$ cat config.mk
export PLATFORM = sky130hd
export DESIGN_NAME = lane_hit_judge
export DESIGN_NICKNAME = d
export VERILOG_FILES = /design/src/rtl/lane_hit_judge.sv
export SDC_FILE = /design/constraint.sdc
export NUM_CORES = 1
export LEC_CHECK = 0
export BUFFER_PORTS_ARGS = -buffer_cell sky130_fd_sc_hd__buf_4
export CAP_MARGIN = 5
export CORE_MARGIN = 2
export CORE_UTILIZATION = 31
export DETAILED_ROUTE_END_ITERATION = 16
export HOLD_SLACK_MARGIN = 0.05
export PLACE_DENSITY = 0.45
export REMOVE_ABC_BUFFERS = 1
export SLEW_MARGIN = 20
export SYNTH_ARGS = -nofsm -noshare
export SYNTH_HDL_FRONTEND = slang
export SYNTH_SLANG_ARGS = --single-unit
$ cat constraint.sdc
create_clock -name CLOCK_25 -period 4.8 [get_ports CLOCK_25]
set_input_delay 0.24 -clock CLOCK_25 [delete_from_list [all_inputs] [get_ports CLOCK_25]]
set_output_delay 0.24 -clock CLOCK_25 [all_outputs]
set_load 0.05 [all_outputs]
$ cat src/rtl/lane_hit_judge.sv
// Per-frame rhythm-game judge: samples the four lane press flags once per frame, then judges
// hit / miss / ghost one lane per cycle. Optional perfect sub-window scoring: JUDGE_PERFECT_EN.
module lane_hit_judge #(
    parameter int Y_W          = 10,
    parameter int HIT_Y_MIN    = 400,
    parameter int HIT_Y_MAX    = 460,
    parameter int SCORE_W      = 16,
    parameter int COMBO_W      = 8,
    parameter int FLASH_FRAMES = 8,
    parameter int PERF_Y_MIN   = 425,
    parameter int PERF_Y_MAX   = 435
) (
    input  logic               CLOCK_25,
    input  logic               rst,
    input  logic               frame_tick,
    input  logic               en_regions,
    input  logic [3:0]         green_region,
    input  logic [3:0]         note_valid,
    input  logic [4*Y_W-1:0]   note_y,
    output logic [3:0]         note_consume,
    output logic [SCORE_W-1:0] score,
    output logic [COMBO_W-1:0] combo,
    output logic [3:0]         hit_flash,
    output logic [3:0]         miss_flash,
`ifdef JUDGE_PERFECT_EN
    output logic [3:0]         perfect_flash,
`endif
    output logic               busy,
    output logic               overrun
);

    localparam int FL_W  = $clog2(FLASH_FRAMES + 1);
    // two spare bits hold score + combo + bonus without wrapping (combo is never wider than score)
    localparam int SUM_W = SCORE_W + 2;

    localparam logic [2:0] S_IDLE   = 3'd0;
    localparam logic [2:0] S_SAMPLE = 3'd1;
    localparam logic [2:0] S_EVAL   = 3'd2;
    localparam logic [2:0] S_DONE   = 3'd3;

    localparam logic [FL_W-1:0]  FLASH_LOAD = FL_W'(FLASH_FRAMES);
    localparam logic [FL_W-1:0]  FLASH_ONE  = FL_W'(1);
    localparam logic [Y_W-1:0]   WIN_LO     = Y_W'(HIT_Y_MIN);
    localparam logic [Y_W-1:0]   WIN_HI     = Y_W'(HIT_Y_MAX);
    localparam logic [Y_W-1:0]   PERF_LO    = Y_W'(PERF_Y_MIN);
    localparam logic [Y_W-1:0]   PERF_HI    = Y_W'(PERF_Y_MAX);
    localparam logic [SUM_W-1:0] PTS_HIT    = SUM_W'(10);
    localparam logic [SUM_W-1:0] PTS_PERF   = SUM_W'(20);
    localparam logic [SUM_W-1:0] SCORE_CAP  = {2'b00, {SCORE_W{1'b1}}};
`ifdef JUDGE_PERFECT_EN
    localparam logic PERF_EN = 1'b1;
`else
    localparam logic PERF_EN = 1'b0;
`endif

    logic [2:0]         state_r;
    logic [1:0]         lane_r;
    logic [3:0]         prev_region_r;
    logic [3:0]         press_r;
    logic [3:0]         valid_r;
    logic [4*Y_W-1:0]   note_y_r;
    logic [SCORE_W-1:0] score_r;
    logic [COMBO_W-1:0] combo_r;
    logic [3:0]         consume_r;
    logic [FL_W-1:0]    hit_cnt_r  [4];
    logic [FL_W-1:0]    miss_cnt_r [4];
    logic [3:0]         hit_flash_r;
    logic [3:0]         miss_flash_r;
    logic               busy_r;
    logic               overrun_r;
`ifdef JUDGE_PERFECT_EN
    logic [FL_W-1:0]    perf_cnt_r [4];
    logic [3:0]         perf_flash_r;
`endif

    logic [3:0]         region_s;
    logic [Y_W-1:0]     lane_y_s;
    logic               in_win_s;
    logic               perf_s;
    logic               hit_s;
    logic               miss_s;
    logic               ghost_s;
    logic [SUM_W-1:0]   bonus_s;
    logic [SUM_W-1:0]   score_sum_s;
    logic [SCORE_W-1:0] score_next_s;
    logic [COMBO_W-1:0] combo_inc_s;

    // Judgement of the lane currently under evaluation, with saturating score/combo updates
    always_comb begin
        region_s    = en_regions ? green_region : 4'b0000;
        lane_y_s    = note_y_r[int'(lane_r)*Y_W +: Y_W];
        in_win_s    = valid_r[lane_r] && (lane_y_s >= WIN_LO) && (lane_y_s <= WIN_HI);
        perf_s      = PERF_EN && (lane_y_s >= PERF_LO) && (lane_y_s <= PERF_HI);
        hit_s       = press_r[lane_r] && in_win_s;
        miss_s      = valid_r[lane_r] && (lane_y_s > WIN_HI);
        ghost_s     = press_r[lane_r] && !in_win_s;
        bonus_s     = perf_s ? PTS_PERF : PTS_HIT;
        score_sum_s = {2'b00, score_r} + SUM_W'(combo_r) + bonus_s;
        if (score_sum_s > SCORE_CAP) begin
            score_next_s = {SCORE_W{1'b1}};
        end else begin
            score_next_s = score_sum_s[SCORE_W-1:0];
        end
        if (combo_r == {COMBO_W{1'b1}}) begin
            combo_inc_s = combo_r;
        end else begin
            combo_inc_s = combo_r + COMBO_W'(1);
        end
    end

    // Frame FSM: sample, judge lanes 0..3 serially, then return to idle
    always_ff @(posedge CLOCK_25) begin
        if (rst) begin
            state_r       <= S_IDLE;
            lane_r        <= 2'd0;
            prev_region_r <= 4'b0000;
            press_r       <= 4'b0000;
            valid_r       <= 4'b0000;
            note_y_r      <= '0;
            score_r       <= '0;
            combo_r       <= '0;
            consume_r     <= 4'b0000;
            hit_flash_r   <= 4'b0000;
            miss_flash_r  <= 4'b0000;
            busy_r        <= 1'b0;
            overrun_r     <= 1'b0;
            for (int i = 0; i < 4; i++) begin
                hit_cnt_r[i]  <= '0;
                miss_cnt_r[i] <= '0;
            end
`ifdef JUDGE_PERFECT_EN
            perf_flash_r <= 4'b0000;
            for (int i = 0; i < 4; i++) begin
                perf_cnt_r[i] <= '0;
            end
`endif
        end else begin
            consume_r <= 4'b0000;
            if (frame_tick && (state_r != S_IDLE)) begin
                overrun_r <= 1'b1;
            end
            case (state_r)
                S_IDLE: begin
                    if (frame_tick) begin
                        state_r <= S_SAMPLE;
                        busy_r  <= 1'b1;
                    end
                end
                S_SAMPLE: begin
                    press_r       <= region_s & ~prev_region_r;
                    prev_region_r <= region_s;
                    valid_r       <= note_valid;
                    note_y_r      <= note_y;
                    lane_r        <= 2'd0;
                    state_r       <= S_EVAL;
                    for (int i = 0; i < 4; i++) begin
                        if (hit_cnt_r[i] != '0) begin
                            hit_cnt_r[i]   <= hit_cnt_r[i] - FLASH_ONE;
                            hit_flash_r[i] <= (hit_cnt_r[i] != FLASH_ONE);
                        end
                        if (miss_cnt_r[i] != '0) begin
                            miss_cnt_r[i]   <= miss_cnt_r[i] - FLASH_ONE;
                            miss_flash_r[i] <= (miss_cnt_r[i] != FLASH_ONE);
                        end
`ifdef JUDGE_PERFECT_EN
                        if (perf_cnt_r[i] != '0) begin
                            perf_cnt_r[i]   <= perf_cnt_r[i] - FLASH_ONE;
                            perf_flash_r[i] <= (perf_cnt_r[i] != FLASH_ONE);
                        end
`endif
                    end
                end
                S_EVAL: begin
                    if (hit_s) begin
                        score_r               <= score_next_s;
                        combo_r               <= combo_inc_s;
                        consume_r[lane_r]     <= 1'b1;
                        hit_cnt_r[lane_r]     <= FLASH_LOAD;
                        hit_flash_r[lane_r]   <= 1'b1;
                        miss_cnt_r[lane_r]    <= '0;
                        miss_flash_r[lane_r]  <= 1'b0;
`ifdef JUDGE_PERFECT_EN
                        perf_cnt_r[lane_r]    <= perf_s ? FLASH_LOAD : '0;
                        perf_flash_r[lane_r]  <= perf_s;
`endif
                    end else if (miss_s) begin
                        combo_r               <= '0;
                        consume_r[lane_r]     <= 1'b1;
                        miss_cnt_r[lane_r]    <= FLASH_LOAD;
                        miss_flash_r[lane_r]  <= 1'b1;
                        hit_cnt_r[lane_r]     <= '0;
                        hit_flash_r[lane_r]   <= 1'b0;
`ifdef JUDGE_PERFECT_EN
                        perf_cnt_r[lane_r]    <= '0;
                        perf_flash_r[lane_r]  <= 1'b0;
`endif
                    end else if (ghost_s) begin
                        combo_r <= '0;
                    end
                    if (lane_r == 2'd3) begin
                        state_r <= S_DONE;
                    end else begin
                        lane_r <= lane_r + 2'd1;
                    end
                end
                S_DONE: begin
                    state_r <= S_IDLE;
                    busy_r  <= 1'b0;
                end
                default: begin
                    state_r <= S_IDLE;
                    busy_r  <= 1'b0;
                end
            endcase
        end
    end

    assign note_consume = consume_r;
    assign score        = score_r;
    assign combo        = combo_r;
    assign hit_flash    = hit_flash_r;
    assign miss_flash   = miss_flash_r;
    assign busy         = busy_r;
    assign overrun      = overrun_r;
`ifdef JUDGE_PERFECT_EN
    assign perfect_flash = perf_flash_r;
`endif

endmodule
======== After elaboration in Yosys (flattened, before gate mapping) ========
Memories as Yosys holds them, arrays and structs flattened.
Index checks and enable logic that the tools add are counted.
word-level totals
  bits in writable memories ............... 32
  memories ................................ 2
  bits of input ports ..................... 52
  bits in registers ....................... 95
  logic and storage cells ................. 216
memories
  name        words  width  rd ports  clocked after memory_dff  wr ports  line  text
  hit_cnt_r   4      4      4         0                         4         65    logic [FL_W-1:0] hit_cnt_r [4];
  miss_cnt_r  4      4      4         0                         4         66    logic [FL_W-1:0] miss_cnt_r [4];
operators by class
  reductions and logical operators ........ 37
  equal/unequal tests ..................... 25
  magnitude comparators ................... 6
  mux-type cells .......................... 94
  multiply operators ...................... 1
  bitwise logic cells ..................... 19
  add/subtract/negate cells ............... 12
  shift operators ......................... 1
operators by type and width
  cell                                                   count
  2-to-1 mux 4 bit                                       19
  2-to-1 mux 1 bit                                       57
  variable part select 40 x 7 -> 10 bit                  1
  2-to-1 mux 8 bit                                       4
  != test 4 x 1 -> 1 bit (second input constant)         8
  nonzero test 4 bit                                     8
  subtractor 4 x 1 -> 4 bit (second input constant)      8
  AND reduction 3 bit                                    9
  != test 2 bit (second input constant)                  12
  adder 17 x 4 -> 18 bit (second input constant)         1
  > comparator 18 x 16 -> 1 bit (second input constant)  1
  adder 16 x 8 -> 17 bit                                 1
  2-to-1 mux 16 bit                                      1
  case mux 4 bit (2 select lines)                        2
  bitwise AND 4 bit                                      3
  >= comparator 10 x 9 -> 1 bit (second input constant)  1
  > comparator 10 x 9 -> 1 bit (second input constant)   1
  <= comparator 10 x 9 -> 1 bit (second input constant)  1
  OR 1 bit                                               10
  case mux 3 bit (3 select lines)                        1
  adder 8 x 1 -> 8 bit (second input constant)           1
  == test 8 bit (second input constant)                  1
  NOT 4 bit                                              2
  OR 4 bit                                               2
  other kinds (23)                                       40

======== Depth between registers and ports, before layout ========
Gate-level depths: netlist (run 1).
  depth after elaboration ................. 13
  mapped depth ............................ 12
  depth with buffers taken out ............ 12

======== Worst setup path after synthesis (run 1) ========
Ideal clock, no wire load.
  path type ............................... reg2reg
  start ................................... register combo_r[1], in the netlist combo[1]
  end ..................................... register score_r[15], in the netlist score[15]
  buffers on the path ..................... 0
  cell stages (with the launch flop) ...... 13
  path slack .............................. 1.796 ns
  data required time ...................... 4.709 ns
  arrival ................................. 2.913 ns
  setup time .............................. 0.091 ns
  period minus slack after synthesis ...... 3.004 ns
  path through ............................ dfxtp_1 inv_1 ha_1 inv_1 ha_1 fa_1 a21o_1 a21oi_1 o21ai_0 o21ai_0 nor3_2 and3_1 a311oi_1
between the ends
  word-level cells in the longest chain between the ends .. 4
RTL lines
  element                        line  text
  from (decl)                    63    logic [COMBO_W-1:0] combo_r;
  from (signal assigned)         176   combo_r <= combo_inc_s;
  adder 16 x 8 -> 17 bit (*)     98    score_sum_s = {2'b00, score_r} + SUM_W'(combo_r) + bonus_s;
  adder 17 x 4 -> 18 bit (*)     98
  > comparator 18 x 16 -> 1 bit  99    if (score_sum_s > SCORE_CAP) begin
  2-to-1 mux 16 bit (*)          99
  to (signal assigned)           175   score_r <= score_next_s;
  to (decl)                      62    logic [SCORE_W-1:0] score_r;
Mark *: on every way between the ends. The rest lies on a longest branch, timed or not.
A chain may end at the register's enable or synchronous reset.

======== Worst setup path after layout (run 1) ========
  start ................................... register lane_r[0]
  end ..................................... register score_r[3], in the netlist score[3]
between the ends
  word-level cells in the longest chain between the ends .. 7
RTL lines
  element                                   line  text
  from (decl)                               57    logic [1:0] lane_r;
  from (signal assigned)                    203   lane_r <= lane_r + 2'd1;
  multiplier 2 x 3 -> 5 bit                 91    lane_y_s = note_y_r[int'(lane_r)*Y_W +: Y_W];
  variable part select 40 x 7 -> 10 bit     91
  >= comparator 10 x 9 -> 1 bit             92    in_win_s = valid_r[lane_r] && (lane_y_s >= WIN_LO) && (lane_y_s <= WIN_HI);
  logical AND 1 bit (2 in a row)            92
  logical AND 1 bit (*)                     94    hit_s = press_r[lane_r] && in_win_s;
  AND reduction 2 bit (no source line) (*)  n/a
Mark *: on every way between the ends. The rest lies on a longest branch, timed or not. The select of a mux whose other input is x is not followed.

==> metrics.cfg, run 1 <==
[die]
core_sq_mm=0.0208
ios=90
die_y_microns=149
dieArea_sq_mm=0.0223
start_util_pct=31.4
die_x_microns=149
row_count=53

[yosys]
synth_cells=697
synth-edff-count=8
yosysSeqAreaShare_pct=39.8
ys_async_sr_fraction_pct=0
synth_area_per_cell_sq_um=9.38
syn_area_sq_mm=0.00654
synth.distinct_cells=73
yosys_warnings=0
synth_ff_type=dfxtp_1
ys_ff_latch=126

[timing]
period_share_pct=64.9
hold_violations=0
drv_slew=0
setup_viol=0
tns_ns=0
fmax_ghz=0.321
clock-skew-final_ns=0.0118
worst_pin_slew_ns=0.885
slew_headroom_pct=40.9
rsz0062_at_grt=false
period_needed_ns=3.12

[finish]
num-nets-final=890
final_cells=1078
drive_gt1_share_pct=19.2
final_util_pct=39.1
nFillCells=2135
antennaDiodeCount=0
area_growth_syn_to_layout_pct=24.5

[pwr]
p_seq_share_pct=34.5
ir_drop_mv=0.249
swShare_pct=37.1
comb_power_share_pct=36.8
p_int_mw=2.74
p_per_area_mw_per_mm2=535
switchingPower_mw=1.61
power_frac_clock_pct=28.7
p_leak_nw=3.25

[global_routing]
grt_overflow=0
grt_usage_pct=15.3
grt_pass1_vias=5219
grt_antenna_before_repair=0
grt_start_max_net_pins=77
grt_first_pass_wirelength_mm=26.8

[route]
dr.first_iter.drc_count=274
drtPass1Iterations=5
drc=0
vias_per_cell=4.93
vias=5310
final_antenna_net_count=0
wl_per_cell_microns=15.4
totalWireLength_mm=16.6

[clock_tree]
numCtsBuffers=17
clock_tree.buffer_depth=2
cts_resized=0
cts_htree_levels=4
cts.root.buffer_cell=clkbuf_16
path_clk_slew_ns=0.06
cts.sinks=126
insertion_delay_ns=0.42
cts_tree=yes

[placement]
dpl.hpwl_mm=11.7
dp_cells=1036
gp_congestion=0.793
port_buffers=89

[worst_setup_path]
critPathKind=reg2reg
end_kind=flop
crit_family=flip-flops
arrival_ns=3.36
crit_slowest_cell=dfxtp_1
cp_slowest_stage_delay_ns=0.77
path_cells=inv_2 -> mux4_2 -> nor4bb_4 -> o21ai_4 -> nor2_2 -> buf_4 -> o31a_1 -> a221oi_1
worst-path-buf-inv=2
critPathMaxFanout=15
startpoint_type=flop
worstPathRequired_ns=5.04

[min_path]
hold_path_class=in2reg

[flow_run]
drv_cap=0

[status]
status=finished clean

repair_timing:
| action | 4_1_cts | 5_1_grt |
|---|---|---|
| hold endpoints to repair | 11 | 0 |
| buffers inserted | 0 | 0 |
| hold buffers | 11 | 0 |
layer usage:
layer / track usage, % / share of wire (%)
met5: 0 / 0
met4: 4.86 / 1.0
met3: 3.52 / 4.4
met2: 24.3 / 47
met1: 20.7 / 48
power groups by stage:
stage	Sequential, mW	Combinational, mW	Clock (mW)
after detailed placement	1.52	1.60	0
after global placement	1.51	1.56	0
after CTS	1.50	1.61	1.28
after floorplan	1.56	1.17	0
final	1.50	1.60	1.25
after global routing	1.54	1.81	1.34
layout make-up:
| cell class | instances | area, sq um | area share, % |
|---|---|---|---|
| clock buffers | 23 | 520 | 6.40 |
| repair buffers | 104 | 808 | 9.93 |
| inverters | 43 | 161 | 1.98 |
| clock inverters | 8 | 51.3 | 0.630 |
| well taps | 275 | 344 | 4.23 |
| multi-input cells | 499 | 3650 | 44.8 |
| flip-flops and latches | 126 | 2600 | 32.0 |
per-stage QoR:
step | instance area (sq um) | setup WS (ns) | hold slack, ns | total power [mW]
final | 8140 | 1.68 | 0.0625 | 4.35
after global placement | 7460 | 1.72 | 0.454 | 3.07
after detailed placement | 7460 | 1.61 | 0.459 | 3.12
after floorplan | 6400 | 1.50 | 0.306 | 2.73
after global routing | 8140 | 1.39 | 0.0543 | 4.68
after CTS | 8140 | 1.61 | 0.0504 | 4.40
cell usage after synthesis, types with 3 or more instances:
cell type	instances	area, sq um
buf_1	6	22.5
a311o_1	5	50.1
o211ai_1	8	60.1
nand2b_1	10	62.6
or3_1	7	43.8
o31ai_4	3	63.8
xor2_1	20	175
and3_1	12	75.1
mux4_2	5	113
a21boi_1	8	60.1
xnor2_1	11	96.3
mux2i_1	45	450
ha_1	46	576
nand3_1	20	100
a31oi_1	10	62.6
nand4b_1	6	52.6
a211oi_1	17	128
nand2_1	35	131
a221oi_1	3	26.3
o22ai_1	3	18.8
o21ai_0	10	50.1
buf_6	3	33.8
edfxtp_1	8	240
nor3_1	14	70.1
inv_1	42	158
clkbuf_1	18	67.6
nor2_1	109	409
a21oi_1	27	135
or2_1	8	50.1
dfxtp_1	118	2360
final timing paths:
path | startpoint | endpoint | slack, ns | cells past startpoint
worst max register to register | lane_r[0] | score[3] | 1.68 | 8
worst min register to register | press_r[3] | press_r[3] | 0.47 | 2
worst max-delay path | lane_r[0] | score[3] | 1.68 | 8
worst min-delay path | note_y[34] | note_y_r[34] | 0.06 | 3
kinds of logic after synthesis:
family / after synthesis / share of synthesized area (%)
adders and majority gates: 47 / 9.11
AOI/OAI and AO/OA: 133 / 16.2
DFF: 126 / 39.8
xor gates and xnor gates: 31 / 4.15
buffers and inverters: 72 / 4.52
muxes: 50 / 8.62
and+or+nand+nor: 238 / 17.6
sequential cells by signal, summed over array words and instances (netlist names), named ones only:
name / flops
note_y_r: 40
hit_cnt_r: 16
miss_cnt_r: 16
score: 16
combo: 8
note_consume: 4
press_r: 4
prev_region_r: 4
valid_r: 4
lane_r: 2
state_r: 2
busy: 1
overrun: 1
layout by cell type, fill, tap and decap left out, types with 14 or more instances in the layout:
cell type | Yosys | layout
dfxtp_1 | 118 | 118
nor2_1 | 109 | 109
buf_4 | 0 | 93
mux2i_1 | 45 | 45
ha_1 | 46 | 45
inv_1 | 42 | 42
nand2_1 | 35 | 35
a21oi_1 | 27 | 27
nand3_1 | 20 | 20
xor2_1 | 20 | 20
clkbuf_16 | 0 | 19
a211oi_1 | 17 | 17
nor3_1 | 14 | 14
worst reg2reg max path, stage by stage (launching register included):
cell	delay, ns
dfxtp_1	0.77
inv_2	0.15
mux4_2	0.42
nor4bb_4	0.49
o21ai_4	0.15
nor2_2	0.10
buf_4	0.25
o31a_1	0.46
a221oi_1	0.15
Power figures use the tool's default switching activity.
==> run 2, diff against run 1 <==
--- a/config.mk
+++ b/config.mk
@@ -11,7 +11,7 @@
 export CORE_UTILIZATION = 31
 export DETAILED_ROUTE_END_ITERATION = 16
 export HOLD_SLACK_MARGIN = 0.05
-export PLACE_DENSITY = 0.45
+export PLACE_DENSITY = 0.47
 export REMOVE_ABC_BUFFERS = 1
 export SLEW_MARGIN = 20
 export SYNTH_ARGS = -nofsm -noshare
==> constraint.sdc (replaced) <==
create_clock -name CLOCK_25 -period 2.6 [get_ports CLOCK_25]
set_input_delay 0.13 -clock CLOCK_25 [delete_from_list [all_inputs] [get_ports CLOCK_25]]
set_output_delay 0.13 -clock CLOCK_25 [all_outputs]
set_load 0.05 [all_outputs]
==> run 2 against run 1 <==
Effect of this change:
- fmax grew 26%
- sequential share of layout area shrank 2.9 points
- sequential power grew 83%
- die area is the same
- clock power grew 78%
- final cell count grew 8.2%
- largest cell class unchanged
==> metrics.cfg, run 2 (synthesis gave the netlist of run 1 again) <==
[status]
status=finished clean

[finish]
num-nets-final=977  ; +9.8%
final_common_cell=buf_4
final_util_pct=43.0  ; +4.0 points
drive_gt1_share_pct=22.8  ; +3.6 points
top_register=note_y_r
nFillCells=2090  ; -2.1%
antennaDiodeCount=0  ; unchanged
largest_reg_flops=40  ; unchanged
final_cell_mix=buf_4, dfxtp_1, nor2_1, dlygate4sd3_1, mux2i_1
area_growth_syn_to_layout_pct=37.2

[worst_setup_path]
rrSetupSlack_ns=0.13  ; -1.55 ns
worst-path-buf-inv=3  ; +1
r2r.worst_path.cells=13  ; +5
worstPathRequired_ns=2.93  ; -2.11 ns
rr_endpoint=score[15]
crit_path_frequent_cell=inv_1
arrival_ns=2.80  ; -0.56 ns
critPathKind=reg2reg
end_kind=flop
critPathMaxFanout=4  ; -11
path_cells=inv_1 -> ha_1 -> inv_1 -> ha_2 -> fa_2 -> a21o_1 -> a21oi_2 -> o21ai_2 -> o21ai_1 -> buf_4 -> nor3_4 -> and3_1 -> a311oi_1
crit_slowest_cell=fa_2
startpoint_type=flop
timing.rr.start=score[1]
crit_family=compound AO/OA/AOI/OAI gates
cp_slowest_stage_delay_ns=0.34  ; -0.43 ns

[die]
die_x_microns=149  ; unchanged
start_util_pct=31.4  ; unchanged
core_sq_mm=0.0208  ; unchanged
dieArea_sq_mm=0.0223  ; unchanged
ios=90  ; unchanged
die_y_microns=149  ; unchanged
row_count=53  ; unchanged

[route]
vias=5652  ; +6.4%
drc=0  ; unchanged
wl_per_cell_microns=14.5  ; -5.4%
drtPass1Iterations=5  ; unchanged
totalWireLength_mm=16.9  ; +2.3%
final_antenna_net_count=0  ; unchanged
dr.first_iter.drc_count=220  ; -20%
vias_per_cell=4.85  ; -1.6%

[timing]
fmax_ghz=0.405  ; +26%
setup_viol=0  ; unchanged
hold_violations=0  ; unchanged
hold_ws_ns=0.153  ; +0.0901 ns
clock-skew-final_ns=0.0134  ; +0.00156 ns
period_needed_ns=2.47  ; -0.646 ns
slew_headroom_pct=61.6  ; +21 points
drv_slew=0  ; unchanged
rsz0062_at_grt=true
period_share_pct=95.0  ; +30 points
worst_pin_slew_ns=0.576  ; -0.309 ns

[clock_tree]
cts.root.buffer_cell=clkbuf_16
clock_tree.buffer_depth=2  ; unchanged
path_clk_slew_ns=0.06  ; about the same
cts_htree_levels=4  ; unchanged
cts.sinks=126  ; unchanged
numCtsBuffers=17  ; unchanged
cts_tree=yes
insertion_delay_ns=0.42  ; about the same

[global_routing]
grt_overflow=0  ; unchanged
grt_usage_pct=15.7  ; +0.33 points
grt_pass1_vias=5725  ; +9.7%
grt_antenna_before_repair=0  ; unchanged
grt_start_max_net_pins=52  ; -32%
grt_first_pass_wirelength_mm=27.6  ; +2.8%

[pwr]
ir_drop_mv=0.471  ; +89%
comb_power_share_pct=39.0  ; +2.2 points
power_frac_clock_pct=27.3  ; -1.4 points
swShare_pct=36.3  ; -0.76 points
p_seq_share_pct=33.7  ; -0.8 points
finalPower_mw=8.15  ; +87%
p_int_mw=5.19  ; +90%
p_leak_nw=3.66  ; +13%
p_per_area_mw_per_mm2=909  ; +70%
switchingPower_mw=2.96  ; +83%

[min_path]
holdCritStartpoint=rst
hold_path_class=in2reg
hold_depth=4  ; +1
whs_endpoint=score[13]

[placement]
port_buffers=89  ; unchanged
gp_congestion=0.773  ; -2.5%
dpl.hpwl_mm=12.2  ; +4.3%

[flow_run]
drv_cap=0  ; unchanged

[run 2: cell count changes in the layout (fill, tap and decap cells not counted), moves of 2 or more]
cell / delta
buf_4: +40
clkbuf_1: +4
inv_4: -2
buf_6: +2
clkinv_2: +4
buf_12: +2
ha_1: -2
o21ai_0: -2
dlygate4sd3_1: +43
clkinvlp_4: -2
clkbuf_8: -2
[run 2: cell type report]
cell class,count,area [sq um],area share [%]
inverters,43,161,1.80
clock inverters,8,65.1,0.726
clock buffers,24,483,5.39
repair buffers,191,1600,17.9
flip-flops and latches,126,2600,29.0
multi-input cells,499,3700,41.3
well taps,275,344,3.84
[run 2: worst max path at each step]
stage / startpoint / to / slack (ns) / depth (start not counted)
after global routing: combo[1] / score[15] / -0.02 / 13
after detailed placement: score[1] / score[15] / -0.16 / 13
after CTS: score[1] / score[15] / 0.003 / 13
final: score[1] / score[15] / 0.13 / 13
after floorplan: state_r[1] / hit_cnt_r[1][3] / -0.70 / 5
after global placement: score[1] / score[15] / -0.1 / 13
[run 2: tightest hold or removal path: stages]
cell,delay (ns)
buf_4,0.10
inv_1,0.13
o21ai_0,0.11
a31oi_1,0.04
[run 2: routing by layer]
layer  GRT usage (%)  wire length (microns)  part of all wire [%]  vias to the layer above
met4            5.43                    250                   1.5                        0
met5               0                      0                     0                        -
met1            19.1                   7570                    45                     2711
li1                -                      -                     -                     2831
met2            27.1                   8520                    50                       92
met3            3.46                    595                   3.5                       18
[run 2: metrics by stage]
step                      area, sq um  setup TNS, ns  std cells  setup WS, ns
after floorplan                  6400         -40.24        668        -0.705
after global placement           7750        -0.0997       1072       -0.0997
after detailed placement         7750         -0.163       1072        -0.163
after CTS                        8850              0       1159       0.00328
after global routing             8960        -0.0173       1166       -0.0153
final                            8960              0       1166         0.129
[run 2: power by group through the flow]
| stage | combinational [mW] | clock [mW] | sequential [mW] |
|---|---|---|---|
| final | 3.18 | 2.22 | 2.74 |
| after global routing | 3.55 | 2.38 | 2.81 |
| after CTS | 3.16 | 2.29 | 2.75 |
| after detailed placement | 3.07 | 0 | 2.78 |
| after global placement | 2.98 | 0 | 2.76 |
| after floorplan | 2.16 | 0 | 2.87 |
[run 2: what timing repair did]
item | 4_1_cts | 5_1_grt
buffers inserted | 1 | 8
endpoints found under the setup margin | 2 | 27
hold endpoints to repair | 53 | 0
pin swaps | 1 | 7
hold buffers | 54 | 0
gates resized for setup | 3 | 11
